--- src/rtl/limiter_pwr_seq_if.sv ---
// CPU register bus of the limiter power sequencer (valid/address/wdata/wstrb/ready).
// The CPU side drives the access strobe and data; the sequencer answers with ready and rdata.
interface limiter_pwr_seq_if #(
    parameter int DATA_W = 32
);
    logic              valid;
    logic [1:0]        address;
    logic [DATA_W-1:0] wdata;
    logic              wstrb;
    logic [DATA_W-1:0] rdata;
    logic              ready;

    modport master (
        output valid, address, wdata, wstrb,
        input  rdata, ready
    );

    modport slave (
        input  valid, address, wdata, wstrb,
        output rdata, ready
    );
endinterface

--- src/rtl/limiter_pwr_seq.sv ---
// Power sequencer for the limiter front-end: timed LDO/bias/isolation ordering driven by the
// limiter's pd bit, with CPU-programmable settle delays and a status register.
module limiter_pwr_seq #(
    parameter int DATA_W     = 32,
    parameter int CNT_W      = 16,
    parameter int T_LDO_RST  = 16,
    parameter int T_BIAS_RST = 8
) (
    input  logic              clk,
    input  logic              rst,
    limiter_pwr_seq_if.slave  bus,
    input  logic              pd_req,
    output logic              ldo_en,
    output logic              bias_en,
    output logic              iso,
    output logic              pwr_ok
);

    typedef enum logic [2:0] {
        OFF     = 3'd0,
        LDO_UP  = 3'd1,
        BIAS_UP = 3'd2,
        ON      = 3'd3,
        ISO     = 3'd4,
        BIAS_DN = 3'd5
    } state_t;

    state_t            state_q, state_d;
    logic [CNT_W-1:0]  cnt_q, cnt_d;
    logic [CNT_W-1:0]  t_ldo_q, t_bias_q;
    logic [CNT_W-1:0]  t_ldo_d, t_bias_d;
    logic [DATA_W-1:0] rdata_d;
    logic              busy;
    logic              ldo_d, bias_d, iso_d, ok_d;

    // A delay of 0 behaves like 1: the wait always lasts at least one cycle.
    function automatic logic [CNT_W-1:0] load_val(input logic [CNT_W-1:0] t);
        return (t == '0) ? '0 : t - CNT_W'(1);
    endfunction

    assign busy = (state_q != OFF) && (state_q != ON);

    // Next-state and counter; loads use the delay registers as they stand before this edge.
    always_comb begin
        state_d = state_q;
        cnt_d   = cnt_q;
        unique case (state_q)
            OFF: begin
                if (!pd_req) begin
                    state_d = LDO_UP;
                    cnt_d   = load_val(t_ldo_q);
                end
            end
            LDO_UP: begin
                if (pd_req) begin
                    state_d = OFF;
                    cnt_d   = '0;
                end else if (cnt_q == '0) begin
                    state_d = BIAS_UP;
                    cnt_d   = load_val(t_bias_q);
                end else begin
                    cnt_d = cnt_q - CNT_W'(1);
                end
            end
            BIAS_UP: begin
                if (pd_req) begin
                    state_d = BIAS_DN;
                    cnt_d   = load_val(t_bias_q);
                end else if (cnt_q == '0) begin
                    state_d = ON;
                end else begin
                    cnt_d = cnt_q - CNT_W'(1);
                end
            end
            ON: begin
                if (pd_req) begin
                    state_d = ISO;
                end
            end
            ISO: begin
                state_d = BIAS_DN;
                cnt_d   = load_val(t_bias_q);
            end
            BIAS_DN: begin
                if (cnt_q == '0) begin
                    state_d = OFF;
                end else begin
                    cnt_d = cnt_q - CNT_W'(1);
                end
            end
            default: begin
                state_d = OFF;
                cnt_d   = '0;
            end
        endcase
    end

    // Outputs decoded from the next state so they move on the same edge as the state.
    always_comb begin
        ldo_d  = 1'b0;
        bias_d = 1'b0;
        iso_d  = 1'b1;
        ok_d   = 1'b0;
        unique case (state_d)
            OFF: ;
            LDO_UP: ldo_d = 1'b1;
            BIAS_UP: begin
                ldo_d  = 1'b1;
                bias_d = 1'b1;
            end
            ON: begin
                ldo_d  = 1'b1;
                bias_d = 1'b1;
                iso_d  = 1'b0;
                ok_d   = 1'b1;
            end
            ISO: begin
                ldo_d  = 1'b1;
                bias_d = 1'b1;
            end
            BIAS_DN: ldo_d = 1'b1;
            default: ;
        endcase
    end

    always_comb begin
        t_ldo_d  = t_ldo_q;
        t_bias_d = t_bias_q;
        if (bus.valid && bus.wstrb) begin
            unique case (bus.address)
                2'd0: t_ldo_d  = bus.wdata[CNT_W-1:0];
                2'd1: t_bias_d = bus.wdata[CNT_W-1:0];
                default: ;
            endcase
        end
    end

    always_comb begin
        rdata_d = bus.rdata;
        if (bus.valid && !bus.wstrb) begin
            rdata_d = '0;
            unique case (bus.address)
                2'd0: rdata_d = DATA_W'(t_ldo_q);
                2'd1: rdata_d = DATA_W'(t_bias_q);
                2'd2: begin
                    rdata_d[6:4] = state_q;
                    rdata_d[1]   = busy;
                    rdata_d[0]   = pwr_ok;
                end
                default: ;
            endcase
        end
    end

    always_ff @(posedge clk) begin
        if (rst) begin
            state_q   <= OFF;
            cnt_q     <= '0;
            t_ldo_q   <= CNT_W'(T_LDO_RST);
            t_bias_q  <= CNT_W'(T_BIAS_RST);
            bus.ready <= 1'b0;
            bus.rdata <= '0;
            ldo_en    <= 1'b0;
            bias_en   <= 1'b0;
            iso       <= 1'b1;
            pwr_ok    <= 1'b0;
        end else begin
            state_q   <= state_d;
            cnt_q     <= cnt_d;
            t_ldo_q   <= t_ldo_d;
            t_bias_q  <= t_bias_d;
            bus.ready <= bus.valid;
            bus.rdata <= rdata_d;
            ldo_en    <= ldo_d;
            bias_en   <= bias_d;
            iso       <= iso_d;
            pwr_ok    <= ok_d;
        end
    end

endmodule

--- src/flat_wrapper.sv ---
// flat-port wrapper written by rule: the top's interface ports become plain ports
module limiter_pwr_seq_flat 
#(
    parameter int DATA_W     = 32,
    parameter int CNT_W      = 16,
    parameter int T_LDO_RST  = 16,
    parameter int T_BIAS_RST = 8
)
  (clk, rst, pd_req, ldo_en, bias_en, iso, pwr_ok, bus_valid, bus_address, bus_wdata, bus_wstrb, bus_rdata, bus_ready);
  limiter_pwr_seq_if #(.DATA_W(DATA_W)) bus_i ();
  input  logic clk;
  input  logic rst;
  input  logic pd_req;
  output logic ldo_en;
  output logic bias_en;
  output logic iso;
  output logic pwr_ok;
  input wire logic [$bits(bus_i.valid)-1:0] bus_valid;
  input wire logic [$bits(bus_i.address)-1:0] bus_address;
  input wire logic [$bits(bus_i.wdata)-1:0] bus_wdata;
  input wire logic [$bits(bus_i.wstrb)-1:0] bus_wstrb;
  output wire logic [$bits(bus_i.rdata)-1:0] bus_rdata;
  output wire logic [$bits(bus_i.ready)-1:0] bus_ready;
  assign bus_i.valid = bus_valid;
  assign bus_i.address = bus_address;
  assign bus_i.wdata = bus_wdata;
  assign bus_i.wstrb = bus_wstrb;
  assign bus_rdata = bus_i.rdata;
  assign bus_ready = bus_i.ready;
  limiter_pwr_seq #(.DATA_W(DATA_W), .CNT_W(CNT_W), .T_LDO_RST(T_LDO_RST), .T_BIAS_RST(T_BIAS_RST)) u_core (.clk(clk), .rst(rst), .bus(bus_i), .pd_req(pd_req), .ldo_en(ldo_en), .bias_en(bias_en), .iso(iso), .pwr_ok(pwr_ok));
endmodule
--- config.mk ---
export PLATFORM = sky130hd
export DESIGN_NAME = limiter_pwr_seq_flat
export DESIGN_NICKNAME = d
export VERILOG_FILES = /design/src/rtl/limiter_pwr_seq_if.sv /design/src/rtl/limiter_pwr_seq.sv /design/src/flat_wrapper.sv
export SDC_FILE = /design/constraint.sdc
export NUM_CORES = 1
export LEC_CHECK = 0
export CAP_MARGIN = 0
export CORE_UTILIZATION = 35
export CTS_BUF_LIST = sky130_fd_sc_hd__clkbuf_4
export DETAILED_ROUTE_END_ITERATION = 6
export PLACE_DENSITY = 0.67
export SLEW_MARGIN = 20
export SYNTH_ARGS = -nofsm -noshare
export SYNTH_HDL_FRONTEND = slang
export SYNTH_SLANG_ARGS = --single-unit
--- constraint.sdc ---
create_clock -name clk -period 3.4 [get_ports clk]
set_clock_uncertainty 0.05 [all_clocks]
set_input_delay 0.85 -clock clk [delete_from_list [all_inputs] [get_ports clk]]
set_output_delay 0.85 -clock clk [all_outputs]
set_load 0.01 [all_outputs]
==> results of run 1 <==
power by group:
group | internal, W | switching (W) | leakage, nW
clock | 0.000161 | 0.000346 | 0.0667
combinational | 0.000212 | 0.000318 | 1.19
sequential | 0.000877 | 0.0000529 | 0.585
total | 0.00125 | 0.000717 | 1.84
registers in the layout, indices dropped and copies added, names as in the netlist:
name / flops
u_core.bias_en: 1
u_core.bus.rdata: 16
u_core.bus.ready: 1
u_core.cnt_q: 16
u_core.iso: 1
u_core.ldo_en: 1
u_core.pwr_ok: 1
u_core.state_q: 3
u_core.t_bias_q: 16
u_core.t_ldo_q: 16
cell type report:
cell class	count	area (um^2)	share of cell area
Sequential cell	72	1440	0.289
Tap cell	147	184	0.0369
Clock buffer	10	75.1	0.0151
Inverter	10	37.5	0.00754
Timing Repair Buffer	61	561	0.113
Clock inverter	6	43.8	0.00879
Multi-Input combinational cell	455	2640	0.530
Yosys cell counts, types with 2 or more instances:
| cell type | count |
|---|---|
| a211o_1 | 2 |
| a211oi_1 | 7 |
| a21o_1 | 4 |
| a21oi_1 | 56 |
| a221oi_1 | 3 |
| a22oi_1 | 17 |
| a2bb2oi_1 | 3 |
| a311oi_1 | 2 |
| a31oi_1 | 4 |
| and2_1 | 2 |
| and3_1 | 2 |
| buf_1 | 2 |
| buf_2 | 2 |
| buf_4 | 16 |
| clkbuf_1 | 29 |
| dfxtp_1 | 72 |
| ha_1 | 4 |
| inv_1 | 10 |
| mux2_2 | 11 |
| mux2i_1 | 7 |
| nand2_1 | 91 |
| nand2b_1 | 5 |
| nand3_1 | 11 |
| nand3b_1 | 3 |
| nand4_1 | 4 |
| nor2_1 | 51 |
| nor2b_1 | 7 |
| nor3_1 | 22 |
| nor3b_1 | 3 |
| nor4_1 | 13 |
| nor4b_1 | 3 |
| o211ai_1 | 2 |
| o21ai_0 | 26 |
| o22ai_1 | 7 |
| o31ai_1 | 3 |
| or2_2 | 4 |
| or3_1 | 6 |
| or4_1 | 7 |
| xnor2_1 | 11 |
| xor2_1 | 13 |
logic make-up after synthesis:
logic type / after synthesis
AOI/OAI and AO/OA: 152
xor gates and xnor gates: 24
adders and majority gates: 4
buffers and inverters: 60
DFF: 72
muxes: 18
other: 1
and+or+nand+nor: 241
placed cells by master, fill, tap and decap left out, drive strengths merged, types with 5 or more instances in the layout:
cell and n:
xor2 13, buf 19, o22ai 7, clkdlybuf4s50 42, nand2b 5, mux2 11
o21ai 27, dfxtp 72, nor4 15, a22oi 17, nor3 22, or3 6
or4 7, nor2 52, xnor2 11, a21oi 57, nand3 11, nand2 91
or2 5, nor2b 7, mux2i 7, a211oi 7, conb 16, inv 11
clkbuf 10
critical path: cells and delay by family, from the launching register on:
family	cells	cell delay [ns]
AND/OR/NAND/NOR	4	1.45
AO/OA/AOI/OAI	2	0.51
flip-flops	1	0.38
adder cells (fa/ha/maj)	1	0.19
buffers and inverters	1	0.10
per-layer routing:
layer,track usage,share of wire
met5,0,0
met4,0.103,0.035
met3,0.0354,0.072
met2,0.322,0.46
met1,0.259,0.44
worst max-delay path by stage:
| stage | slack [ns] | depth (start not counted) | endpoint |
|---|---|---|---|
| global route | 0.43 | 8 | u_core.cnt_q[11] |
| finish | 0.61 | 8 | u_core.cnt_q[11] |
| CTS | 0.63 | 8 | u_core.cnt_q[11] |
| global placement | 0.39 | 7 | u_core.cnt_q[5] |
| floorplan | 0.79 | 6 | u_core.cnt_q[11] |
| detailed placement | 0.39 | 7 | u_core.cnt_q[5] |
metrics by stage:
step           utilization  hold slack [ns]  power, W  std cells
6_report             0.415            0.455   0.00197        761
2_1_floorplan            -            0.408   0.00130        587
3_5_place_dp         0.405            0.437   0.00147        745
4_1_cts              0.415            0.456   0.00196        761
5_1_grt              0.415            0.482   0.00206        761
3_3_place_gp         0.405            0.436   0.00146        745
==> out/metrics.csv, run 1 <==
stage;metric;value;unit
die;rows;40;
sta;period_share;0.819;
routing;drt_iter0_drc;342;
worst_setup_path;start_kind;register;
worst_setup_path;setup.worst_path.end_class;register;
placement;dpl_worst_slack;0.390;ns
placement;dpl.hpwl;9370;um
finish;area_delta_synth_final;15.3;%
placement;io_buffers;43;
worst_setup_path;r2r_slack;0.61;ns
sta;finalMaxSlewViolations;0;
cts;post_cts_buffers;0;
sta;period_minus_slack;2.79;ns
worst_setup_path;crit_type;register to register;
routing;drc;0;
sta;setup_tns;0;ns
yosys;yosys.area_share.simple;0.270;
worst_setup_path;arrival;3.07;ns
yosys;async_flop_share;0;
status;status;finished, final reports clean;
yosys;yosys-top-cells-area;dfxtp_1 33%, nand2_1 7.9%, a21oi_1 6.5%;
yosys;ys_types;65;
global_route;grt-ovfl-total;0;
power;leakage;1.84;nW
yosys;synth_sequential_area_ratio;0.334;
power;ir_drop;0.236;mV
die;start_util;0.360;
yosys;syn_area_per_cell;7.55;um^2
cts;path_clk_slew;0.13;ns
yosys;synth_flop_cell;dfxtp_1;
die;die_y;113;um
yosys;synth_fa_ha_area_frac;0.0116;
run;timing.max_cap.violations;0;
worst_setup_path;crit_chain;inv_1, ha_1, or3b_2, nor4_2, and2_1, or2_1, o22ai_1, a221o_1;
cts;cts_buffer_depth;2;
worst_hold_path;whs_path_depth;2;
yosys;synth_top_family_by_area;simple AND/OR/NAND/NOR gates;
yosys;synth_compound_area_frac;0.222;
routing;wl_per_cell;16.6;um
worst_hold_path;min_path_type;register to register;
worst_hold_path;hp-start;u_core.bus.rdata[4];
die;ios;76;
sta;rsz0062_at_grt;false;
yosys;synth_area;0.00432;mm^2
cts;cts-root-buf;clkbuf_4;
yosys;ys_warn_count;0;
worst_setup_path;r2r_end;u_core.cnt_q[11];
cts;cts_tree;yes;
die;die_area;0.0128;mm^2
yosys;muxShareOfSynthArea;0.0449;
finish;nNetsFinal;652;
yosys;yosysTopAreaCell;dfxtp_1;
power;powerDensity;395;mW/mm^2
routing;final_antenna_net_count;0;
cts;insertion_delay;0.46;ns
placement;gp_congestion;0.946;
worst_setup_path;critPathSlowestCell;or3b_2;
worst_setup_path;ff2ff_path_depth;8;
global_route;grt_pass1_vias;4040;
worst_setup_path;reg2reg_from;u_core.t_bias_q[0];
global_route;grt_pass1_wl;20400;um
routing;via_per_inst;5.79;
sta;fmax;0.359;GHz
worst_setup_path;crit_fanout;5;
sta;slew_headroom;0.474;
finish;design_area;0.00498;mm^2
finish;insertedDiodeCount;0;
global_route;antenna_found_initial;0;
routing;wirelength;12600;um
finish;drive_gt1_frac;0.0928;
yosys;ys_seq_elements;72;
cts;cts.sinks;72;
finish;fill_cells;1248;
cts;htreeDepth;3;
sta;hold_viol;0;
die;die_w;113;um
sta;tightest_slew;0.786;ns
global_route;grt.total_usage;0.201;
yosys;synth_xor_area_frac;0.0487;
worst_setup_path;required;3.69;ns
worst_setup_path;crit_start;u_core.t_bias_q[0];
die;core;0.0120;mm^2
routing;drt_pass1_iterations;5;
sta;setup_ws;0.614;ns
cts;cts_buffers;9;
cts;cts_hold_buf;0;
worst_setup_path;slowest_delay;0.52;ns
yosys;synth-edff-count;0;
cts;cts_resized;0;
routing;via_count;4405;
yosys;synth_top_area_frac;0.334;
yosys;synthCells;572;
placement;place_area;0.00486;mm^2
global_route;grt_max_degree;57;
sta;setup_viol;0;
worst_hold_path;holdPathEnd;u_core.bus.rdata[4];
Note: power is estimated with default switching activity, not from simulation.
==> run 2, diff against run 1 <==
--- a/config.mk
+++ b/config.mk
@@ -9,7 +9,7 @@
 export CORE_UTILIZATION = 35
 export CTS_BUF_LIST = sky130_fd_sc_hd__clkbuf_4
 export DETAILED_ROUTE_END_ITERATION = 6
-export PLACE_DENSITY = 0.67
+export PLACE_DENSITY = 0.69
 export SLEW_MARGIN = 20
 export SYNTH_ARGS = -nofsm -noshare
 export SYNTH_HDL_FRONTEND = slang
==> constraint.sdc (replaced) <==
create_clock -name clk -period 2.5 [get_ports clk]
set_clock_uncertainty 0.05 [all_clocks]
set_input_delay 0.625 -clock clk [delete_from_list [all_inputs] [get_ports clk]]
set_output_delay 0.625 -clock clk [all_outputs]
set_load 0.01 [all_outputs]
==> run 2 against run 1 <==
Clock power increased by 51%. Routed wire length is 1.5% higher. Register-to-register slack lost 0.47 ns. Core utilization is 2.3 points higher. Combinational power grew 50%. Maximum frequency rose by 18%. Cell count grew 3.8%. Non-clock buffer count grew 29. Cell area is 5.5% higher. Flip-flop and latch count is the same. Via count up 1.1%. Largest cell class unchanged. Highest routed layer unchanged.
==> out/metrics.csv, run 2 (same netlist as run 1, synthesis figures left out) <==
stage;metric;value;unit;change
status;status;finished, final reports clean;;unchanged
power;p_sw;0.000977;W;was 0.000717 W
sta;hold_viol;0;;unchanged
finish;mostFrequentLayoutCell;nand2_1;;unchanged
power;leakage;2.00;nW;was 1.84 nW
sta;tightest_slew;0.691;ns;was 0.786 ns
worst_setup_path;setup.worst_path.end_class;register;;unchanged
sta;slew_headroom;0.537;;was 0.474
sta;setup_tns;0;ns;unchanged
cts;cts_tree;yes;;unchanged
routing;wl_per_cell;16.2;um;was 16.6 um
sta;finalMaxSlewViolations;0;;unchanged
power;p_int;0.00184;W;was 0.00125 W
routing;drt_pass1_iterations;5;;unchanged
run;timing.max_cap.violations;0;;unchanged
routing;drt_iter0_drc;264;;was 342
sta;setup_viol;0;;unchanged
global_route;grt.total_usage;0.205;;was 0.201
finish;fill_cells;1213;;was 1248
cts;cts_buffers;9;;unchanged
cts;cts_hold_buf;0;;unchanged
cts;path_clk_slew;0.14;ns;was 0.13 ns
cts;cts-root-buf;clkbuf_4;;unchanged
finish;multi_input_area;0.00266;mm^2;was 0.00264 mm^2
power;powerDensity;535;mW/mm^2;was 395 mW/mm^2
sta;rsz0062_at_grt;false;;unchanged
finish;insertedDiodeCount;0;;unchanged
cts;insertion_delay;0.43;ns;was 0.46 ns
finish;area_delta_synth_final;21.6;%;was 15.3%
sta;period_share;0.942;;was 0.819
die;start_util;0.360;;unchanged
global_route;antenna_found_initial;0;;unchanged
worst_setup_path;required;2.84;ns;was 3.69 ns
global_route;grt_pass1_vias;4145;;was 4040
finish;mostFrequentLayoutCells;91 x nand2_1, 72 x dfxtp_1, 56 x a21oi_1, 51 x nor2_1, 46 x buf_4;;was 91 x nand2_1, 72 x dfxtp_1, 56 x a21oi_1, 51 x nor2_1, 42 x clkdlybuf4s50_1
worst_setup_path;arrival;2.70;ns;was 3.07 ns
routing;drc;0;;unchanged
die;rows;40;;unchanged
placement;dpl.hpwl;9690;um;was 9370 um
routing;final_antenna_net_count;0;;unchanged
power;netSwitchingFraction;0.347;;was 0.364
die;core;0.0120;mm^2;unchanged
worst_setup_path;crit_type;register to register;;unchanged
die;die_w;113;um;unchanged
cts;post_cts_buffers;0;;unchanged
worst_hold_path;min_path_type;register to register;;unchanged
routing;via_per_inst;5.64;;was 5.79
global_route;grt_max_degree;56;;was 57
sta;period_minus_slack;2.36;ns;was 2.79 ns
routing;via_count;4452;;was 4405
worst_setup_path;crit_fanout;4;;was 5
die;die_y;113;um;unchanged
routing;wirelength;12800;um;was 12600 um
placement;io_buffers;43;;unchanged
global_route;grt_pass1_wl;20900;um;was 20400 um
finish;drive_gt1_frac;0.138;;was 0.0928
placement;gp_congestion;0.937;;was 0.946
cts;cts.sinks;72;;unchanged
die;die_area;0.0128;mm^2;unchanged
power;ir_drop;0.369;mV;was 0.236 mV
finish;final-seq-area;0.00144;mm^2;unchanged
global_route;grt-ovfl-total;0;;unchanged
cts;htreeDepth;3;;unchanged
power;comb_power_share;0.283;;was 0.269
finish;nNetsFinal;681;;was 652
power;pwr-share-seq;0.445;;was 0.473
worst_setup_path;start_kind;register;;unchanged
power;clockPowerShare;0.272;;was 0.258
die;ios;76;;unchanged
cts;cts_buffer_depth;2;;unchanged
power;finalPower;0.00281;W;was 0.00197 W
sta;fmax;0.424;GHz;was 0.359 GHz
run 2: worst max-delay path: stages (launching register included):
cell and delay [ns]:
dfxtp_1 0.36, inv_1 0.08, ha_1 0.19, or4b_1 0.52, nor4_4 0.28, a21oi_2 0.12
or2_1 0.29, o22ai_1 0.23, a221o_1 0.18
run 2: metal layers:
layer / track usage / vias up / part of all wire
met4: 0.0877 / 0 / 0.034
met3: 0.0482 / 39 / 0.072
li1: - / 2169 / -
met1: 0.262 / 2060 / 0.44
met2: 0.330 / 184 / 0.46
met5: 0 / - / 0
run 2: final cells by class:
class | instances | area share
clock buffers | 9 | 0.0129
clock inverters | 7 | 0.0136
inverters | 10 | 0.00714
multi-input cells | 455 | 0.507
flip-flops and latches | 72 | 0.274
well taps | 147 | 0.0350
repair buffers | 90 | 0.151
run 2: what timing repair did:
item / CTS / global route
endpoints found under the setup margin: 2 / 5
gates cloned: 0 / 0
resized for setup: 1 / 4
endpoints found under the hold margin: 0 / 0
pin swaps: 0 / 2
run 2: final timing paths:
path	slack [ns]	depth (start not counted)	endpoint	from
hold / removal	0.46	2	u_core.bus.rdata[0]	u_core.bus.rdata[0]
hold reg to reg	0.46	2	u_core.bus.rdata[0]	u_core.bus.rdata[0]
setup reg to reg	0.14	8	u_core.cnt_q[11]	u_core.cnt_q[0]
setup / recovery	0.14	8	u_core.cnt_q[11]	u_core.cnt_q[0]
run 2: metrics by stage:
stage,cell area [um^2],util,hold slack [ns],std cells,setup slack [ns]
final,5250,0.437,0.460,790,0.144
after global routing,5250,0.437,0.490,790,0.00917
after CTS,5240,0.436,0.462,790,0.0445
after detailed placement,5090,0.424,0.443,774,-0.130
after global placement,5090,0.424,0.436,774,-0.0856
after floorplan,4380,-,0.408,587,0.119
run 2: power groups by stage:
stage	combinational [W]	sequential, W	clock (W)
final	0.000796	0.00125	0.000765
after detailed placement	0.000775	0.00127	0
after global routing	0.000869	0.00126	0.000827
after floorplan	0.000512	0.00126	0
after global placement	0.000770	0.00127	0
after CTS	0.000781	0.00125	0.000778
